## src/rtl/axrm_error_monitor_if.sv

```systemverilog
// Sample/report bundle between an approximate-multiplier tap and its error monitor.
// master = sample producer / report consumer, slave = the monitor itself.
interface axrm_error_monitor_if #(
  parameter int WIN_LOG2 = 8
);
  logic                    in_valid;
  logic                    in_ready;
  logic [7:0]              a;
  logic [7:0]              b;
  logic [15:0]             result;
  logic                    rpt_valid;
  logic                    rpt_ready;
  logic [16+WIN_LOG2-1:0]  rpt_sum_ed;
  logic [WIN_LOG2:0]       rpt_err_cnt;
  logic [15:0]             rpt_max_ed;

  modport master (
    output in_valid, a, b, result, rpt_ready,
    input  in_ready, rpt_valid, rpt_sum_ed, rpt_err_cnt, rpt_max_ed
  );

  modport slave (
    input  in_valid, a, b, result, rpt_ready,
    output in_ready, rpt_valid, rpt_sum_ed, rpt_err_cnt, rpt_max_ed
  );
endinterface

```

## src/rtl/axrm_error_monitor.sv

```systemverilog
// Windowed error-distance statistics for an 8x8 approximate multiplier; report 1 cycle after last sample, held until rpt_ready.
// Samples stall (in_ready=0) while flushing/reporting. Max-ED tracker built only with AXRM_ERROR_MONITOR_MAX_ED_EN.
module axrm_error_monitor #(
  parameter int WIN_LOG2 = 8
) (
  input  logic                 clk,
  input  logic                 rst_n,
  input  logic                 clear,
  axrm_error_monitor_if.slave  mon
);
  localparam int SW = 16 + WIN_LOG2;
  localparam logic [WIN_LOG2-1:0] CNT_ONE = 1;
  localparam logic [WIN_LOG2:0]   ERR_ONE = 1;

  typedef enum logic [1:0] {ACCUM, FLUSH, REPORT} state_t;

  state_t              state_q, state_d;
  logic [WIN_LOG2-1:0] cnt_q, cnt_d;
  logic                pv_q, pv_d;
  logic [15:0]         ed_q, ed_d;
  logic [SW-1:0]       sum_q, sum_d;
  logic [WIN_LOG2:0]   err_q, err_d;

  logic        in_ready_o, rpt_valid_o;
  logic        accept, last_sample, rpt_take;
  logic [15:0] prod;
  logic [16:0] diff;
  logic [15:0] ed;

  // Exact reference product and |exact - approx|; the 17-bit difference never overflows.
  always_comb begin
    prod = {8'd0, mon.a} * {8'd0, mon.b};
    diff = {1'b0, prod} - {1'b0, mon.result};
    ed   = diff[16] ? (~diff[15:0] + 16'd1) : diff[15:0];
  end

  always_comb begin
    accept      = mon.in_valid & in_ready_o & ~clear;
    last_sample = accept & (cnt_q == '1);
    rpt_take    = rpt_valid_o & mon.rpt_ready;
  end

  // FSM: state register
  always_ff @(posedge clk or negedge rst_n) begin
    if (!rst_n) state_q <= ACCUM;
    else        state_q <= state_d;
  end

  // FSM: next state
  always_comb begin
    state_d = state_q;
    if (clear) begin
      state_d = ACCUM;
    end else begin
      case (state_q)
        ACCUM:   if (last_sample) state_d = FLUSH;
        FLUSH:   state_d = REPORT;
        REPORT:  if (rpt_take) state_d = ACCUM;
        default: state_d = ACCUM;
      endcase
    end
  end

  // FSM: outputs
  always_comb begin
    in_ready_o  = (state_q == ACCUM);
    rpt_valid_o = (state_q == REPORT);
  end

  // FLUSH exists so the last sample's ED, still in the pipeline stage, lands before REPORT.
  always_comb begin
    cnt_d = cnt_q;
    pv_d  = accept;
    ed_d  = accept ? ed : ed_q;
    sum_d = sum_q;
    err_d = err_q;
    if (accept) cnt_d = cnt_q + CNT_ONE;
    if (pv_q) begin
      sum_d = sum_q + {{WIN_LOG2{1'b0}}, ed_q};
      if (ed_q != 16'd0) err_d = err_q + ERR_ONE;
    end
    if (rpt_take) begin
      sum_d = '0;
      err_d = '0;
    end
    if (clear) begin
      cnt_d = '0;
      pv_d  = 1'b0;
      sum_d = '0;
      err_d = '0;
    end
  end

  always_ff @(posedge clk or negedge rst_n) begin
    if (!rst_n) begin
      cnt_q <= '0;
      pv_q  <= 1'b0;
      ed_q  <= '0;
      sum_q <= '0;
      err_q <= '0;
    end else begin
      cnt_q <= cnt_d;
      pv_q  <= pv_d;
      ed_q  <= ed_d;
      sum_q <= sum_d;
      err_q <= err_d;
    end
  end

`ifdef AXRM_ERROR_MONITOR_MAX_ED_EN
  logic [15:0] max_q, max_d;

  always_comb begin
    max_d = max_q;
    if (pv_q && (ed_q > max_q)) max_d = ed_q;
    if (rpt_take || clear)      max_d = '0;
  end

  always_ff @(posedge clk or negedge rst_n) begin
    if (!rst_n) max_q <= '0;
    else        max_q <= max_d;
  end

  assign mon.rpt_max_ed = max_q;
`else
  assign mon.rpt_max_ed = 16'd0;
`endif

  assign mon.in_ready    = in_ready_o;
  assign mon.rpt_valid   = rpt_valid_o;
  assign mon.rpt_sum_ed  = sum_q;
  assign mon.rpt_err_cnt = err_q;
endmodule

```

## src/flat_wrapper.sv

```systemverilog
// flat-port wrapper written by rule: the top's interface ports become plain ports
module axrm_error_monitor_flat 
#(
  parameter int WIN_LOG2 = 8
)
  (clk, rst_n, clear, mon_in_valid, mon_a, mon_b, mon_result, mon_rpt_ready, mon_in_ready, mon_rpt_valid, mon_rpt_sum_ed, mon_rpt_err_cnt, mon_rpt_max_ed);
  axrm_error_monitor_if #(.WIN_LOG2(WIN_LOG2)) mon_i ();
  input  logic clk;
  input  logic rst_n;
  input  logic clear;
  input wire logic [$bits(mon_i.in_valid)-1:0] mon_in_valid;
  input wire logic [$bits(mon_i.a)-1:0] mon_a;
  input wire logic [$bits(mon_i.b)-1:0] mon_b;
  input wire logic [$bits(mon_i.result)-1:0] mon_result;
  input wire logic [$bits(mon_i.rpt_ready)-1:0] mon_rpt_ready;
  output wire logic [$bits(mon_i.in_ready)-1:0] mon_in_ready;
  output wire logic [$bits(mon_i.rpt_valid)-1:0] mon_rpt_valid;
  output wire logic [$bits(mon_i.rpt_sum_ed)-1:0] mon_rpt_sum_ed;
  output wire logic [$bits(mon_i.rpt_err_cnt)-1:0] mon_rpt_err_cnt;
  output wire logic [$bits(mon_i.rpt_max_ed)-1:0] mon_rpt_max_ed;
  assign mon_i.in_valid = mon_in_valid;
  assign mon_i.a = mon_a;
  assign mon_i.b = mon_b;
  assign mon_i.result = mon_result;
  assign mon_i.rpt_ready = mon_rpt_ready;
  assign mon_in_ready = mon_i.in_ready;
  assign mon_rpt_valid = mon_i.rpt_valid;
  assign mon_rpt_sum_ed = mon_i.rpt_sum_ed;
  assign mon_rpt_err_cnt = mon_i.rpt_err_cnt;
  assign mon_rpt_max_ed = mon_i.rpt_max_ed;
  axrm_error_monitor #(.WIN_LOG2(WIN_LOG2)) u_core (.clk(clk), .rst_n(rst_n), .clear(clear), .mon(mon_i));
endmodule
```

## config.mk

```make
export PLATFORM = sky130hd
export DESIGN_NAME = axrm_error_monitor_flat
export DESIGN_NICKNAME = d
export VERILOG_FILES = /design/src/rtl/axrm_error_monitor_if.sv /design/src/rtl/axrm_error_monitor.sv /design/src/flat_wrapper.sv
export SDC_FILE = /design/constraint.sdc
export NUM_CORES = 1
export LEC_CHECK = 0
export BUFFER_PORTS_ARGS = -buffer_cell sky130_fd_sc_hd__buf_2
export CAP_MARGIN = 5
export CORE_MARGIN = 1.5
export CORE_UTILIZATION = 60
export DETAILED_ROUTE_END_ITERATION = 8
export PLACE_DENSITY = 0.94
export SLEW_MARGIN = 0
export SYNTH_ARGS = -nofsm -noshare
export SYNTH_HDL_FRONTEND = slang
export SYNTH_SLANG_ARGS = --single-unit
```

## constraint.sdc

```tcl
create_clock -name clk -period 2.9 [get_ports clk]
set_input_delay 0.145 -clock clk [delete_from_list [all_inputs] [get_ports clk]]
set_output_delay 0.145 -clock clk [all_outputs]
set_load 0.005 [all_outputs]
```

# ---- After elaboration in Yosys (flattened, before gate mapping)
# Index checks and enable logic that the tools add are counted.
# Widths: inputs -> output; s select.
dict set report totals {
  reg_bits 60
  input_bits 37
  out_inout_bits 51
  word_cells 45
}
dict set report classes {
  add_sub_neg 5
  n_mul 1
  n_eq_ne 5
  muxes 15
  n_bitwise 6
  reduce_logical 7
}
# operator count
set op_table {}
lappend op_table {{$mux 24} 3}
lappend op_table {{$mux 9} 4}
lappend op_table {{$add 24x16->24} 1}
lappend op_table {{$sub 16x16->17} 1}
lappend op_table {{$add 16x1->16 const B} 1}
lappend op_table {{$mul 8x8->16} 1}
lappend op_table {{$mux 16} 1}
lappend op_table {{$mux 8} 2}
lappend op_table {{$not 16->16} 1}
lappend op_table {{$reduce_bool 16->1} 1}
lappend op_table {{$add 9x1->9 const B} 1}
lappend op_table {{$add 8x1->8 const B} 1}
lappend op_table {{$eq 8x8->1 const B} 1}
lappend op_table {{$mux 2} 3}
lappend op_table {{$ne 3x3->1 const B} 2}
lappend op_table {{$pmux 2 s3} 1}
lappend op_table {{$reduce_bool 3->1} 2}
lappend op_table {{$and 1x1->1} 4}
lappend op_table {{$reduce_and 2->1} 2}
lappend op_table {{$eq 2x1->1 const B} 1}
lappend op_table {{$eq 2x2->1 const B} 1}
lappend op_table {{$logic_not 2->1} 1}
lappend op_table {{$reduce_bool 2->1} 1}
lappend op_table {{$mux 1} 1}
lappend op_table {{$not 1->1} 1}

# ---- Logic depth before layout (Yosys ltp)
dict set report depth {
  ltp_word 7
  ltp_mapped 21
  ltp_nobuf 19
}

# ---- Worst setup path before layout
# OpenSTA, ideal clock, no wires.
dict set report synth_path {
  path_type {input-to-reg}
  from {input mon_a[2]}
  to {register u_core.ed_q[15]}
  setup_ps 133
  arrival_time_ps 4916
  required_ps 2767
  path_slack_ps -2149
  stages 17
  n_path_buf 1
  path_cell_list {and2_1 -> fa_1 -> fa_1 -> fa_1 -> inv_1 -> fa_1 -> inv_1 -> ha_1 -> buf_6 -> and3_4 -> a2111o_1 -> a2111oi_0 -> o31ai_1 -> and2_1 -> or4b_1 -> o2111ai_1 -> a22oi_2}
}
dict set report synth_between {
  elab_chain_cells 5
}
# element line
set synth_rtl {}
lappend synth_rtl {{start, declared} flat_wrapper.sv:12} ;# input wire logic [$bits(mon_i.a)-1:0] mon_a;
lappend synth_rtl {{$mul 8x8->16 (*)} axrm_error_monitor.sv:32} ;# prod = {8'd0, mon.a} * {8'd0, mon.b};
lappend synth_rtl {{$sub 16x16->17 (*)} axrm_error_monitor.sv:33} ;# diff = {1'b0, prod} - {1'b0, mon.result};
lappend synth_rtl {{$not 16->16} axrm_error_monitor.sv:34} ;# ed = diff[16] ? (~diff[15:0] + 16'd1) : diff[15:0];
lappend synth_rtl {{$add 16x1->16} axrm_error_monitor.sv:34}
lappend synth_rtl {{$mux 16 (*)} axrm_error_monitor.sv:34}
lappend synth_rtl {{end signal, assigned} axrm_error_monitor.sv:98} ;# ed_q <= '0;
lappend synth_rtl {{end signal, assigned} axrm_error_monitor.sv:104} ;# ed_q <= ed_d;
lappend synth_rtl {{end, declared} axrm_error_monitor.sv:20} ;# logic [15:0] ed_q, ed_d;
# Mark *: on every way between the ends. The rest lies on a longest branch, timed or not.
# A chain may end at the register's enable or synchronous reset.

# ---- Final worst setup path
dict set report layout_path {
  from {input mon_a[1]}
  to {register u_core.ed_q[15]}
}
# Same word-level chain as after synthesis.

==> flow_summary.json <==
{
  "status": "finished, violations left",
  "violations": "negative setup slack",
  "relSlewSlack_pct": 51.3,
  "slowest_stage": "or4b_4",
  "vdd_drop_max_mv": 0.689,
  "critPathLaunch": "mon_a[1]",
  "fin_crit_sh_pct": 164,
  "grt_remaining_overflow": 0,
  "clkLatencyLatePin_ps": 360,
  "io_buffers": 71,
  "power_w": 0.00900,
  "netlist_top_cells_count": "inv_1 (103), nor2_1 (81), ha_1 (61), nand2_1 (61), dfrtp_1 (60)",
  "async_flop_share_pct": 100,
  "vias_per_cell": 5.77,
  "required_ps": 3140,
  "multiInputGateArea_mm2": 0.00513,
  "grt_usage_pct": 31.0,
  "fill_cells": 626,
  "grt_max_degree": 61,
  "endpoint_kind": "flip-flop",
  "area_growth_pct": 30.7,
  "root_buffer": "clkbuf_8",
  "netlist_area_mm2": 0.00657,
  "clk_pin_slew_worst_paths_ps": 70,
  "finalSetupViolCount": 15,
  "cts.sinks": 60,
  "die_y_um": 108,
  "die-area_mm2": 0.0116,
  "wl_mm": 17.7,
  "hold_viol_final": 0,
  "drc": 0,
  "rsz0062_at_grt": "true",
  "first_iter_violations": 333,
  "finalWeightedCongestion": 0.904,
  "core_mm2": 0.0107,
  "dp_slack_ps": -2360,
  "cp_max_fo": 8,
  "crit_chain": "buf_6 -> nand2_2 -> fa_1 -> fa_1 -> inv_2 -> fa_1 -> inv_1 -> fa_1 -> inv_2 -> ha_4 -> nor2_1 -> a211oi_4 -> nor3_1 -> o211a_1 -> o211ai_1 -> or4_4 -> or4b_4 -> o2111ai_4 -> a22oi_2",
  "die_x_um": 108,
  "dr.pass1.iters": 7,
  "rr_startpoint": "u_core.mon.rpt_sum_ed[0]",
  "antenna_found_initial": 0,
  "r2r-end": "u_core.mon.rpt_sum_ed[20]",
  "yosysMostFrequentCell": "inv_1",
  "synth_warnings": 0,
  "rows": 38,
  "grt_pass1_wl_mm": 28.4,
  "grt_pass1_vias": 6360,
  "post_layout_nonfiller_instances": 1055,
  "fmax_mhz": 210,
  "power_density_mw_per_mm2": 1050,
  "cts_buffer_depth": 2,
  "ys_types": 66,
  "holdCritPathClass": "in2reg",
  "cp_num_buf_inv": 4,
  "ff2ff_setup_slack_ps": 160,
  "seq_area_frac_synth_pct": 22.8,
  "ant_nets": 0,
  "place_area_mm2": 0.00774,
  "synthCells": 757,
  "worstSetupPathType": "in2reg",
  "ios": 88,
  "dp_cells": 1026,
  "synth_top_cell_area_share_pct": 22.8,
  "ys_ff_latch": 60,
  "max_stage_delay_ps": 560,
  "critPathLaunchType": "input pin",
  "cp-endpoint": "u_core.ed_q[15]",
  "seq_area_mm2": 0.00150,
  "final_core_util_pct": 79.9,
  "cts_made_buffers": 9,
  "dp_hpwl_mm": 11.8,
  "ys.flop_type": "dfrtp_1",
  "wl_per_cell_um": 16.8,
  "synth-edff-count": 0,
  "syn_area_per_cell_um2": 8.68,
  "htreeDepth": 3,
  "final_nets": 1059,
  "path_delay_family": "adder cells",
  "cap_violations": 0,
  "synthTopCellsByArea": "dfrtp_1 (23%), fa_1 (16%), ha_1 (12%)",
  "final.setup.worst_slack_ps": -1850,
  "critPathMostFrequentCell": "fa_1",
  "crit_cells": 19,
  "antenna_cells": 0,
  "worst_pin_slew_ps": 730,
  "drive_above_1_share_pct": 31.5,
  "synth.largest_area_cell": "dfrtp_1",
  "skew_ps": 8.47,
  "fin_crit_ps": 4750,
  "fin_area_mm2": 0.00859,
  "vias": 6090,
  "maxSlewViolCount": 0,
  "cts_tree": "yes",
  "start_util_pct": 61.2,
  "power.leakage_nw": 4.33,
  "worst_ep_arrival_time_ps": 4990,
  "worstRegToRegCells": 11
}
==> state kept, by name, indices dropped and copies added, names as in the netlist <==
| register | flops |
|---|---|
| u_core.state_q | 2 |
| u_core.cnt_q | 8 |
| u_core.mon.rpt_sum_ed | 24 |
| u_core.ed_q | 16 |
| u_core.mon.rpt_err_cnt | 9 |
| u_core.pv_q | 1 |
==> per-stage QoR <==
| step | TNS [ps] | hold slack [ps] |
|---|---|---|
| floorplan | -23510 | -151 |
| global placement | -28900 | 322 |
| detailed placement | -31060 | 331 |
| global route | -25680 | 73.9 |
| finish | -23400 | 69.7 |
| CTS | -23970 | 68.1 |
==> where the power goes <==
part / total, W / leakage [nW] / switching, W / internal [W]
Combinational: 0.00701 / 3.41 / 0.00363 / 0.00339
Clock: 0.000836 / 0.113 / 0.000333 / 0.000503
Sequential: 0.00115 / 0.803 / 0.000160 / 0.000988
==> kinds of logic after synthesis <==
logic type,count (synthesis),synth area share (%)
buffers and inverters,134,8.95
other,1,0.0571
DFF,60,22.8
AOI/OAI and AO/OA,111,11.1
adders and majority gates,112,27.2
and+or+nand+nor,269,20.3
muxes,13,1.98
xor gates and xnor gates,57,7.60
==> routing by layer <==
metal,vias up,part of all wire [%],GRT usage [%]
met4,0,3.7,13.8
li1,2791,-,-
met3,67,4.8,4.66
met2,248,55,59.7
met5,-,0,0
met1,2984,37,33.0
==> repair_timing <==
| action | 4_1_cts | 5_1_grt |
|---|---|---|
| setup endpoints to repair | 16 | 18 |
| endpoints found under the hold margin | 60 | 0 |
| resized for setup | 86 | 63 |
| hold buffers | 1 | 0 |
| gates cloned | 1 | 0 |
| pin swaps | 40 | 48 |
| buffers inserted | 6 | 8 |
==> worst min-delay path: stages <==
cell and delay, ps:
buf_2 80, nand2b_1 90, a21oi_1 60
==> worst min-delay path by stage <==
stage / start / to / slack (ps) / cells past startpoint
3_5_place_dp: rst_n / u_core.mon.rpt_err_cnt[6] / 330 / 2
4_1_cts: mon_rpt_ready / u_core.state_q[1] / 70 / 3
5_1_grt: mon_rpt_ready / u_core.state_q[1] / 70 / 3
2_1_floorplan: rst_n / u_core.cnt_q[0] / -150 / 0
6_report: mon_rpt_ready / u_core.state_q[1] / 70 / 3
3_3_place_gp: rst_n / u_core.mon.rpt_err_cnt[6] / 320 / 2
==> cell usage in the layout (no fill, tap or decap), drive strengths merged, types with 5 or more instances in the layout <==
cell type / instances
conb: 16
xnor2: 34
nand4: 7
fa: 51
a21o: 8
nor4: 7
o21bai: 5
or3: 7
a211oi: 8
xor2: 23
dfrtp: 60
ha: 61
inv: 103
nor2: 81
nor2b: 5
and3: 8
nor3: 14
nand2b: 6
o21ai: 28
and2: 41
a21oi: 29
nand3: 16
a31oi: 5
buf: 157
nand2: 61
clkbuf: 11
mux2i: 13
==> area by class of cell <==
class / instances / share of cell area [%]
multi-input combinational: 578 / 59.8
inverter: 103 / 4.50
clock buffer: 11 / 1.65
clock inverter: 5 / 0.874
timing repair buffer: 158 / 13.7
sequential: 60 / 17.5
tap: 140 / 2.04
Power figures use the tool's default switching activity.
